## src/rtl/tuser_out_sched_if.sv

```systemverilog
// Stream bundle used on both sides of the tuple scheduler.
// atuser is only meaningful on the output side.
interface tuser_out_sched_if #(
  parameter int DATA_W  = 256,
  parameter int TUPLE_W = 128
);
  logic               avalid;
  logic               aready;
  logic               alast;
  logic [DATA_W-1:0]  adata;
  logic [TUPLE_W-1:0] atuser;

  modport master (
    output avalid,
    input  aready,
    output alast,
    output adata,
    output atuser
  );

  modport slave (
    input  avalid,
    output aready,
    input  alast,
    input  adata,
    input  atuser
  );
endinterface

```

## src/rtl/tuser_out_sched.sv

```systemverilog
// Attaches one queued SDNet tuple to each outgoing packet as tuser.
// Tuples that arrive early wait in a small FIFO; SOP stalls until one exists.
module tuser_out_sched #(
  parameter int DATA_W  = 256,
  parameter int TUPLE_W = 128,
  parameter int DEPTH   = 4,
  parameter int CNT_W   = 16,
  localparam int AW     = $clog2(DEPTH),
  localparam int LW     = AW + 1
) (
  input  logic               tsch_aclk,
  input  logic               tsch_arst,
  input  logic               tsch_tvalid,
  input  logic [TUPLE_W-1:0] tsch_tdata,
  tuser_out_sched_if.slave   s,
  tuser_out_sched_if.master  m,
  output logic [LW-1:0]      tsch_level,
  output logic               tsch_stall,
  output logic               tsch_ovf,
  output logic [CNT_W-1:0]   tsch_drop_cnt
);

  typedef enum logic {
    IDLE,
    PKT
  } state_t;

  state_t             state;
  logic [TUPLE_W-1:0] mem [DEPTH];
  logic [AW-1:0]      wr_ptr;
  logic [AW-1:0]      rd_ptr;
  logic [TUPLE_W-1:0] cur_tuple;

  logic empty;
  logic full;
  logic tup_ok;
  logic beat;
  logic pop;
  logic push;
  logic drop;

  assign empty  = (tsch_level == '0);
  assign full   = (tsch_level == LW'(DEPTH));
  assign tup_ok = (state == PKT) | ~empty;
  assign beat   = s.avalid & m.aready & tup_ok;
  assign pop    = beat & (state == IDLE);
  // a pop in the same cycle frees the slot the push needs
  assign push   = tsch_tvalid & (~full | pop);
  assign drop   = tsch_tvalid & full & ~pop;

  assign m.avalid = s.avalid & tup_ok;
  assign s.aready = m.aready & tup_ok;
  assign m.alast  = s.alast;
  assign m.adata  = s.adata;
  assign m.atuser = (state == IDLE) ? mem[rd_ptr] : cur_tuple;

  assign tsch_stall = (state == IDLE) & s.avalid & empty;

  always_ff @(posedge tsch_aclk) begin
    if (push) mem[wr_ptr] <= tsch_tdata;
  end

  always_ff @(posedge tsch_aclk or negedge tsch_arst) begin
    if (!tsch_arst) begin
      state         <= IDLE;
      wr_ptr        <= '0;
      rd_ptr        <= '0;
      tsch_level    <= '0;
      cur_tuple     <= '0;
      tsch_ovf      <= 1'b0;
      tsch_drop_cnt <= '0;
    end else begin
      if (push) wr_ptr <= wr_ptr + 1'b1;
      if (pop) begin
        rd_ptr    <= rd_ptr + 1'b1;
        cur_tuple <= mem[rd_ptr];
      end
      unique case ({push, pop})
        2'b10:   tsch_level <= tsch_level + 1'b1;
        2'b01:   tsch_level <= tsch_level - 1'b1;
        default: tsch_level <= tsch_level;
      endcase
      if (drop) begin
        tsch_ovf <= 1'b1;
        if (tsch_drop_cnt != '1)
          tsch_drop_cnt <= tsch_drop_cnt + 1'b1;
      end
      if (beat) begin
        unique case (state)
          IDLE:    if (!s.alast) state <= PKT;
          PKT:     if (s.alast) state <= IDLE;
          default: state <= IDLE;
        endcase
      end
    end
  end

endmodule
```

## src/flat_wrapper.sv

```systemverilog
// flat-port wrapper written by rule: the top's interface ports become plain ports
module tuser_out_sched_flat 
#(
  parameter int DATA_W  = 256,
  parameter int TUPLE_W = 128,
  parameter int DEPTH   = 4,
  parameter int CNT_W   = 16,
  localparam int AW     = $clog2(DEPTH),
  localparam int LW     = AW + 1
)
  (tsch_aclk, tsch_arst, tsch_tvalid, tsch_tdata, tsch_level, tsch_stall, tsch_ovf, tsch_drop_cnt, s_avalid, s_aready, s_alast, s_adata, s_atuser, m_avalid, m_aready, m_alast, m_adata, m_atuser);
  tuser_out_sched_if #(.DATA_W(DATA_W), .TUPLE_W(TUPLE_W)) s_i ();
  tuser_out_sched_if #(.DATA_W(DATA_W), .TUPLE_W(TUPLE_W)) m_i ();
  input  logic tsch_aclk;
  input  logic tsch_arst;
  input  logic tsch_tvalid;
  input  logic [TUPLE_W-1:0] tsch_tdata;
  output logic [LW-1:0] tsch_level;
  output logic tsch_stall;
  output logic tsch_ovf;
  output logic [CNT_W-1:0] tsch_drop_cnt;
  input wire logic [$bits(s_i.avalid)-1:0] s_avalid;
  output wire logic [$bits(s_i.aready)-1:0] s_aready;
  input wire logic [$bits(s_i.alast)-1:0] s_alast;
  input wire logic [$bits(s_i.adata)-1:0] s_adata;
  input wire logic [$bits(s_i.atuser)-1:0] s_atuser;
  output wire logic [$bits(m_i.avalid)-1:0] m_avalid;
  input wire logic [$bits(m_i.aready)-1:0] m_aready;
  output wire logic [$bits(m_i.alast)-1:0] m_alast;
  output wire logic [$bits(m_i.adata)-1:0] m_adata;
  output wire logic [$bits(m_i.atuser)-1:0] m_atuser;
  assign s_i.avalid = s_avalid;
  assign s_aready = s_i.aready;
  assign s_i.alast = s_alast;
  assign s_i.adata = s_adata;
  assign s_i.atuser = s_atuser;
  assign m_avalid = m_i.avalid;
  assign m_i.aready = m_aready;
  assign m_alast = m_i.alast;
  assign m_adata = m_i.adata;
  assign m_atuser = m_i.atuser;
  tuser_out_sched #(.DATA_W(DATA_W), .TUPLE_W(TUPLE_W), .DEPTH(DEPTH), .CNT_W(CNT_W)) u_core (.tsch_aclk(tsch_aclk), .tsch_arst(tsch_arst), .tsch_tvalid(tsch_tvalid), .tsch_tdata(tsch_tdata), .s(s_i), .m(m_i), .tsch_level(tsch_level), .tsch_stall(tsch_stall), .tsch_ovf(tsch_ovf), .tsch_drop_cnt(tsch_drop_cnt));
endmodule
```

## config.mk

```make
export PLATFORM = sky130hd
export DESIGN_NAME = tuser_out_sched_flat
export DESIGN_NICKNAME = d
export VERILOG_FILES = /design/src/rtl/tuser_out_sched_if.sv /design/src/rtl/tuser_out_sched.sv /design/src/flat_wrapper.sv
export SDC_FILE = /design/constraint.sdc
export NUM_CORES = 1
export LEC_CHECK = 0
export CAP_MARGIN = 5
export CORE_AREA = 2 2 362 364
export DETAILED_ROUTE_END_ITERATION = 10
export DIE_AREA = 0 0 364 366
export PLACE_DENSITY = 0.53
export SLEW_MARGIN = 20
export SYNTH_ARGS = -nofsm -noshare
export SYNTH_HDL_FRONTEND = slang
export SYNTH_SLANG_ARGS = --single-unit
```

## constraint.sdc

```tcl
create_clock -name tsch_aclk -period 9.9 [get_ports tsch_aclk]
set_clock_uncertainty 0.1 [all_clocks]
set_input_delay 1.98 -clock tsch_aclk [delete_from_list [all_inputs] [get_ports tsch_aclk]]
set_output_delay 1.98 -clock tsch_aclk [all_outputs]
set_load 0.005 [all_outputs]
```

# Word-level counts from Yosys, hierarchy flattened
# Memories as Yosys holds them, arrays and structs flattened.
# Cells that the tools add are included.
# op_classes
eq_ne	4
reduce_logical	3
bitwise	16
n_mux	5
addsub	5
# op_table
cell	n
two-way mux 128 bit	1
adder 16 x 1 -> 16 bit, second input constant	1
inequality test 16 bit, second input constant	1
AND 1 bit	10
one-hot mux 3 bit (2 select lines)	1
adder 2 x 1 -> 2 bit, second input constant	2
NOT 1 bit	4
adder 3 x 1 -> 3 bit, second input constant	1
equality test 3 bit, second input constant	1
logical NOT 3 bit	1
two-way mux 1 bit	3
subtractor 3 x 1 -> 3 bit, second input constant	1
equality test 2 x 1 -> 1 bit, second input constant	1
equality test 2 bit, second input constant	1
OR 1 bit	2
AND reduction 2 bit	1
nonzero test 2 bit	1
# word_totals
reg_bits	153
mem_bits_rw	512
word_cells	41
inputBits	518
n_memories	1
out_inout_bits	408
# memory_table
memory	words	width	read_ports	rd_ports_with_merged_regs	wr	line_no	text
u_core.mem	4	128	1	0	1	tuser_out_sched.sv:29	logic [TUPLE_W-1:0] mem [DEPTH];

# Logic depth before layout (Yosys ltp)
# Gate-level depths: netlist of the first run.
# logic_depth
word_depth	9
depth_mapped	10
depth_no_buf	8

# Worst setup path after synthesis of the first run
# OpenSTA, ideal clock, no wires.
# synth_path
path_kind	in2reg
from	input port s_avalid
to	memory u_core.mem[0][0], enable pin
path_slack_ps	3615
required_ps	9298
stages	3
path_buffers	0
setup_time_ps	502
t_arrival_ps	5683
path_cell_list	nand3b_1 -> a41oi_1 -> and2_1
# synth_via
elab_chain_cells	7
# synth_rtl
item	line_no	text
from (decl)	flat_wrapper.sv:22	input wire logic [$bits(s_i.avalid)-1:0] s_avalid;
AND 1 bit (2 in a row)	tuser_out_sched.sv:45	assign beat = s.avalid & m.aready & tup_ok;
AND 1 bit	tuser_out_sched.sv:46	assign pop = beat & (state == IDLE);
OR 1 bit	tuser_out_sched.sv:48	assign push = tsch_tvalid & (~full | pop);
AND 1 bit	tuser_out_sched.sv:48	
two-way mux 1 bit	tuser_out_sched.sv:60	if (push) mem[wr_ptr] <= tsch_tdata;
two-way mux 1 bit (implied by the code)	tuser_out_sched.sv:60	
to (decl)	tuser_out_sched.sv:29	
# Every way passes these cells.

# Worst setup path in the final report of the first run
# layout_path
from	register u_core.rd_ptr[0]
to	output port m_atuser[102]
# layout_via
elab_chain_cells	2
# layout_rtl
item	line_no	text
from (decl)	tuser_out_sched.sv:31	logic [AW-1:0] rd_ptr;
from (signal assigned)	tuser_out_sched.sv:75	rd_ptr <= rd_ptr + 1'b1;
memory (4 x 128 bit)	--	
two-way mux 128 bit	tuser_out_sched.sv:55	assign m.atuser = (state == IDLE) ? mem[rd_ptr] : cur_tuple;
to (decl)	flat_wrapper.sv:31	output wire logic [$bits(m_i.atuser)-1:0] m_atuser;
# Every way passes these cells.

==> flow_metrics.tcl, run 1 <==
set metrics [dict create \
    status "finished clean" \
    h-tree-depth 3 \
    seq_area_frac_synth 0.689 \
    antenna_found_initial 17 \
    crit_path_max_fanout 34 \
    synth_nets 1990 \
    first_global_vias 14300 \
    insertion_delay_ns 0.68 \
    min_period_over_period 0.587 \
    io-pin-count 926 \
    place_area_um2 30900 \
    ctsHoldBuffers 0 \
    wl_per_cell_um 31.3 \
    cts_made_buffers 76 \
    grt_pass1_wl_um 137000 \
    drc 0 \
    synthArstFlopShare 0.230 \
    drt_iter0_markers 674 \
    tns_ns 0 \
    dr.pass1.iters 7 \
    clk_pin_slew_ns 0.06 \
    syn_area_per_cell_um2 19.0 \
    synthFlopType "edfxtp_1" \
    io_buffers 285 \
    ys.warnings.count 0 \
    viasPerCell 4.01 \
    min_period_ns 5.81 \
    grt-ovfl-total 0 \
    ir_worst_vdd_uv 182 \
    die_x_um 364 \
    syn_area_um2 27900 \
    max_slew_margin 0.386 \
    timing.fmax_mhz 172 \
    finalHoldViolations 0 \
    clock-sinks 665 \
    p_sw_mw 2.94 \
    fin_nets 2059 \
    clock_path_buffers 3 \
    cts_setup_buffers 0 \
    finalPower_mw 10.2 \
    synth-seq-cells 665 \
    ctsResizeCount 0 \
    netlist_instances 1466 \
    drv_cap 0 \
    dpl_worst_slack_ns 4.16 \
    whs_ns 0.365 \
    power_leakage_nw 11.1 \
    die_h_um 366 \
    vias 13400 \
    hold_path_class "reg2reg" \
    drt-total-wl_um 105000 \
    fin_cells 3344 \
    synth_edf_count 512 \
    groute.usage.overall 0.153 \
    start_util 0.216 \
    p_clk_frac 0.283 \
    p_sw_frac 0.288 \
    seqPwrFrac 0.401 \
    layout_common_cells "edfxtp_1 (512), clkdlybuf4s50_1 (284), mux2_2 (261)" \
    gp_congestion 0.927 \
    crit_arrival_ns 3.73 \
    setup_violations 0 \
    critPathLaunchType "flip-flop" \
    cts-root-buf "clkbuf_16" \
    finalWorstSetupSlack_ns 4.09 \
    cts_tree "built" \
    maxSlewViolCount 0 \
    fin_area_um2 33500 \
    rows 132 \
    rsz0062_at_grt "no" \
    crit_path_end_kind "output port" \
    n_fill_cell 13000 \
    p_int_mw 7.27 \
    final_util 0.260 \
    ant_nets 0 \
    core-area_um2 129000 \
    grt_max_degree 70 \
    worst_slew_pin_slew_ns 0.921 \
    dpl.cell_count 3199 \
    mostFrequentLayoutCell "edfxtp_1" \
    power_density_nw_per_um2 304 \
    synthToLayoutAreaGrowth_pct 20.3 \
    crit_required_ns 7.82 \
    dieArea_um2 133000 \
    power_frac_comb 0.316 \
    synth_cell_types 43 \
    drive_above_1_share 0.340 \
    hpwl_um 78000 \
    crit_type "reg2out" \
]
-- power groups by stage --
stage,sequential (mW),clock (mW),combinational (mW)
2_1_floorplan,4.03,0,1.94
3_3_place_gp,4.11,0,3.28
3_5_place_dp,4.16,0,3.32
4_1_cts,4.11,2.99,3.33
5_1_grt,4.17,3.09,3.50
6_report,4.09,2.89,3.23
-- synthesized netlist by cell type (5+ instances only) --
master | n | share of area
ha_1 | 5 | 0.0022
and2_1 | 5 | 0.0011
nor4_1 | 6 | 0.0013
xor2_1 | 7 | 0.0022
clkbuf_1 | 19 | 0.0026
buf_2 | 26 | 0.0047
nand3_1 | 5 | 0.00090
buf_1 | 12 | 0.0016
buf_4 | 257 | 0.069
mux2_2 | 261 | 0.11
dfrtp_1 | 153 | 0.14
inv_1 | 8 | 0.0011
edfxtp_1 | 512 | 0.55
nand2_1 | 13 | 0.0018
xnor2_1 | 7 | 0.0022
mux4_2 | 128 | 0.10
-- worst max-delay path, cell delays in order, from the launching register on --
cell             delay (ns)
dfrtp_4                0.83
buf_4                  0.71
mux4_2                 0.69
mux2_2                 0.30
clkdlybuf4s50_1        0.46
-- metal layers --
metal / GRT usage / share of wire / up-vias
met2: 0.259 / 0.49 / 806
met4: 0.0748 / 0.047 / 16
met3: 0.139 / 0.20 / 176
met5: 0.000363 / 0.0010 / -
met1: 0.116 / 0.26 / 6844
li1: - / - / 5583
-- layout make-up --
type                            count  area (µm²)  share of cell area
Sequential cell                   665       19200               0.573
Clock inverter                     43         527              0.0157
Tap cell                         1742        2180              0.0650
Timing Repair Buffer              305        3040              0.0906
Inverter                            8        30.0            0.000895
Multi-Input combinational cell    479        6480               0.193
Clock buffer                       99        2060              0.0614
Antenna cell                        3        7.51            0.000224
-- sequential cells by signal, indices dropped and copies added, names as in the netlist --
register,count
u_core.mem,512
u_core.state,1
u_core.rd_ptr,2
u_core.tsch_ovf,1
u_core.wr_ptr,2
u_core.tsch_drop_cnt,16
u_core.cur_tuple,128
u_core.tsch_level,3
-- path summary, 6_finish.rpt --
check / end / start / slack [ns] / depth (start not counted)
max reg2reg: u_core.mem[2][12] / u_core.state / 5.82 / 4
max: m_atuser[102] / u_core.rd_ptr[0] / 4.09 / 4
max in group asynchronous: u_core.rd_ptr[0] / tsch_arst / 7.07 / 2
min: u_core.tsch_ovf / u_core.tsch_ovf / 0.37 / 1
min in group asynchronous: u_core.cur_tuple[116] / tsch_arst / 1.23 / 1
min reg2reg: u_core.tsch_ovf / u_core.tsch_ovf / 0.37 / 1
-- kinds of logic (layout without fill, tap and decap cells) --
logic type	Yosys count	in the layout	synth area share
DFF	665	665	0.689
muxes	392	392	0.210
buffers and inverters	322	455	0.0791
and+or+nand+nor	55	55	0.0116
xor gates and xnor gates	14	14	0.00440
AOI/OAI and AO/OA	12	12	0.00292
adders and majority gates	6	6	0.00296
other	0	3	0
(Power assumes the default switching activity.)
==> run 2: changes to the inputs <==
--- a/config.mk
+++ b/config.mk
@@ -6,10 +6,10 @@
 export NUM_CORES = 1
 export LEC_CHECK = 0
 export CAP_MARGIN = 5
-export CORE_AREA = 2 2 362 364
+export CORE_AREA = 2 2 360 362
 export DETAILED_ROUTE_END_ITERATION = 10
-export DIE_AREA = 0 0 364 366
-export PLACE_DENSITY = 0.53
+export DIE_AREA = 0 0 362 364
+export PLACE_DENSITY = 0.55
 export SLEW_MARGIN = 20
 export SYNTH_ARGS = -nofsm -noshare
 export SYNTH_HDL_FRONTEND = slang
==> constraint.sdc (replaced) <==
create_clock -name tsch_aclk -period 4.8 [get_ports tsch_aclk]
set_clock_uncertainty 0.1 [all_clocks]
set_input_delay 0.96 -clock tsch_aclk [delete_from_list [all_inputs] [get_ports tsch_aclk]]
set_output_delay 0.96 -clock tsch_aclk [all_outputs]
set_load 0.005 [all_outputs]
==> run 2 against run 1 <==
Critical path type unchanged. Routed wire length decreased by 0.99%. Global-route usage about the same. Clock power increased by 99%. Register-to-register slack got worse by 4.1 ns. Worst setup slack got worse by 3.7 ns. Hold slack got worse by 0.10 ns. Die area decreased by 1.1%. Largest cell class unchanged. First-iteration DRC count increased by 5.9%. Utilization increased by 0.18 points. Non-clock buffer count increased by 8. Largest power group unchanged. Cell count decreased by 1.9%. Via count increased by 0.66%.
==> flow_metrics.tcl, run 2 (synthesis gave the netlist of run 1 again) <==
set metrics [dict create \
    status "finished clean" \
    max_stage_delay_ns 0.80 \
    drc 0 \
    max_slew_margin 0.347 \
    crit_path_end_kind "output port" \
    cts-root-buf "clkbuf_16" \
    drt-total-wl_um 104000 \
    setup_violations 0 \
    top_register "u_core.mem" \
    crit_type "reg2out" \
    maxSlewViolCount 0 \
    timing.rr.start "u_core.state" \
    crit_path_max_fanout 24 \
    viasPerCell 4.12 \
    die_x_um 362 \
    hpwl_um 79000 \
    power_leakage_nw 11.1 \
    finalHoldViolations 0 \
    core-area_um2 128000 \
    mostFrequentLayoutCell "edfxtp_1" \
    grt_max_degree 80 \
    power_density_nw_per_um2 626 \
    largest_register_ff_count 512 \
    ctsHoldBuffers 0 \
    power_frac_comb 0.330 \
    gp_congestion 0.922 \
    clock_path_buffers 3 \
    synthToLayoutAreaGrowth_pct 20.5 \
    drive_above_1_share 0.339 \
    first_global_vias 14500 \
    n_fill_cell 12800 \
    cts_setup_buffers 0 \
    grt-ovfl-total 0 \
    vias 13500 \
    reg_top3 "u_core.mem (512), u_core.cur_tuple (128), u_core.tsch_drop_cnt (16)" \
    cts_made_buffers 74 \
    timing.fmax_mhz 228 \
    start_util 0.217 \
    m1WireLength_um 26600 \
    cts_tree "built" \
    p_sw_frac 0.286 \
    p_clk_frac 0.273 \
    layout_common_cells "edfxtp_1 (512), clkdlybuf4s50_1 (284), mux2_2 (261)" \
    antenna_found_initial 26 \
    rows 132 \
    place_area_um2 31100 \
    rr_endpoint "u_core.mem[3][113]" \
    ir_worst_vdd_uv 386 \
    wl_per_cell_um 31.6 \
    crit_arrival_ns 3.33 \
    p_sw_mw 6.03 \
    fin_nets 2065 \
    tns_ns 0 \
    dr.pass1.iters 4 \
    p_int_mw 15.0 \
    clock-sinks 665 \
    worst_slew_pin_slew_ns 0.980 \
    die_h_um 364 \
    drv_cap 0 \
    hold_path_class "in2async" \
    clk_pin_slew_ns 0.06 \
    final_util 0.262 \
    critPathSlowestCell "dfrtp_4" \
    wl_met3_um 22000 \
    critPathLaunchType "flip-flop" \
    drt_iter0_markers 714 \
    ant_nets 0 \
    groute.usage.overall 0.153 \
    insertion_delay_ns 0.65 \
    ctsResizeCount 0 \
    finalPower_mw 21.0 \
    dr_wl_met2_um 51300 \
    top_layer "met5" \
    dieArea_um2 132000 \
    rrSetupSlack_ns 1.74 \
    min_period_ns 4.39 \
    io-pin-count 926 \
    h-tree-depth 3 \
    seqPwrFrac 0.398 \
    grt_pass1_wl_um 135000 \
    r2r_cells 5 \
    rsz0062_at_grt "no" \
    min_period_over_period 0.915 \
    critPathTopFamily "buffers and inverters" \
    fin_area_um2 33600 \
    crit_path_cell_trace "buf_4, mux4_2, mux2_2, clkdlybuf4s50_1" \
    critical_path_buf_inv_count 2 \
    crit_required_ns 3.74 \
    io_buffers 285 \
]
## run 2: cell types whose count changed in the layout (fill, tap and decap cells not counted), moves of 2 or more
cell / previous run / this run
clkinv_2: 16 / 14
clkinvlp_4: 3 / 0
clkbuf_1: 16 / 20
buf_12: 1 / 18
clkinv_4: 1 / 3
buf_4: 18 / 10
## run 2: power groups by stage
stage / clock network [mW] / logic [mW] / registers [mW]
floorplan: 0 / 4.01 / 8.23
global placement: 0 / 7.01 / 8.38
detailed placement: 0 / 7.11 / 8.50
CTS: 5.92 / 7.15 / 8.38
global route: 6.14 / 7.48 / 8.51
finish: 5.74 / 6.94 / 8.36
## run 2: per-layer routing
| metal | vias up | global-route usage |
|---|---|---|
| li1 | 5598 | - |
| met3 | 175 | 0.151 |
| met5 | - | 0.00290 |
| met1 | 6853 | 0.115 |
| met2 | 859 | 0.261 |
| met4 | 28 | 0.0555 |
## run 2: layout make-up
type	instances	area, µm²	share of cell area
Sequential cell	665	19200	0.572
Tap cell	1675	2100	0.0624
Antenna cell	2	5.00	0.000149
Clock inverter	36	432	0.0128
Clock buffer	102	2050	0.0610
Multi-Input combinational cell	479	6480	0.193
Inverter	8	30.0	0.000894
Timing Repair Buffer	313	3290	0.0980
## run 2: worst max-delay path by stage
stage | end | slack [ns] | cells after the start | start
after floorplan | u_core.mem[0][0] | 0.93 | 3 | s_avalid
after global placement | u_core.mem[3][44] | 0.94 | 6 | s_avalid
after detailed placement | u_core.mem[3][45] | 0.90 | 6 | s_avalid
after CTS | m_atuser[93] | 0.23 | 4 | u_core.rd_ptr[0]
after global routing | m_atuser[89] | 0.17 | 4 | u_core.rd_ptr[0]
final | m_atuser[93] | 0.41 | 4 | u_core.rd_ptr[0]
## run 2: worst reg2reg max path: stages (launching register included)
cell and delay (ns):
dfrtp_4 0.57, nand3b_1 0.20, buf_4 0.18, a41oi_1 0.66, and2_4 0.56, buf_12 0.36
## run 2: through the flow
| stage | setup WS, ns | std cells | hold WS [ns] |
|---|---|---|---|
| floorplan | 0.932 | 1466 | 0.359 |
| global placement | 0.943 | 3140 | 0.364 |
| detailed placement | 0.898 | 3140 | 0.374 |
| CTS | 0.232 | 3278 | 0.301 |
| global route | 0.173 | 3278 | 0.298 |
| finish | 0.410 | 3280 | 0.264 |
==> run 3: changes to the inputs <==
--- a/config.mk
+++ b/config.mk
@@ -10,6 +10,7 @@
 export DETAILED_ROUTE_END_ITERATION = 10
 export DIE_AREA = 0 0 362 364
 export PLACE_DENSITY = 0.55
+export SKIP_LAST_GASP = 1
 export SLEW_MARGIN = 20
 export SYNTH_ARGS = -nofsm -noshare
 export SYNTH_HDL_FRONTEND = slang
==> results of run 3 <==
No change in the layout: final DEF, timing and power equal those of run 2.
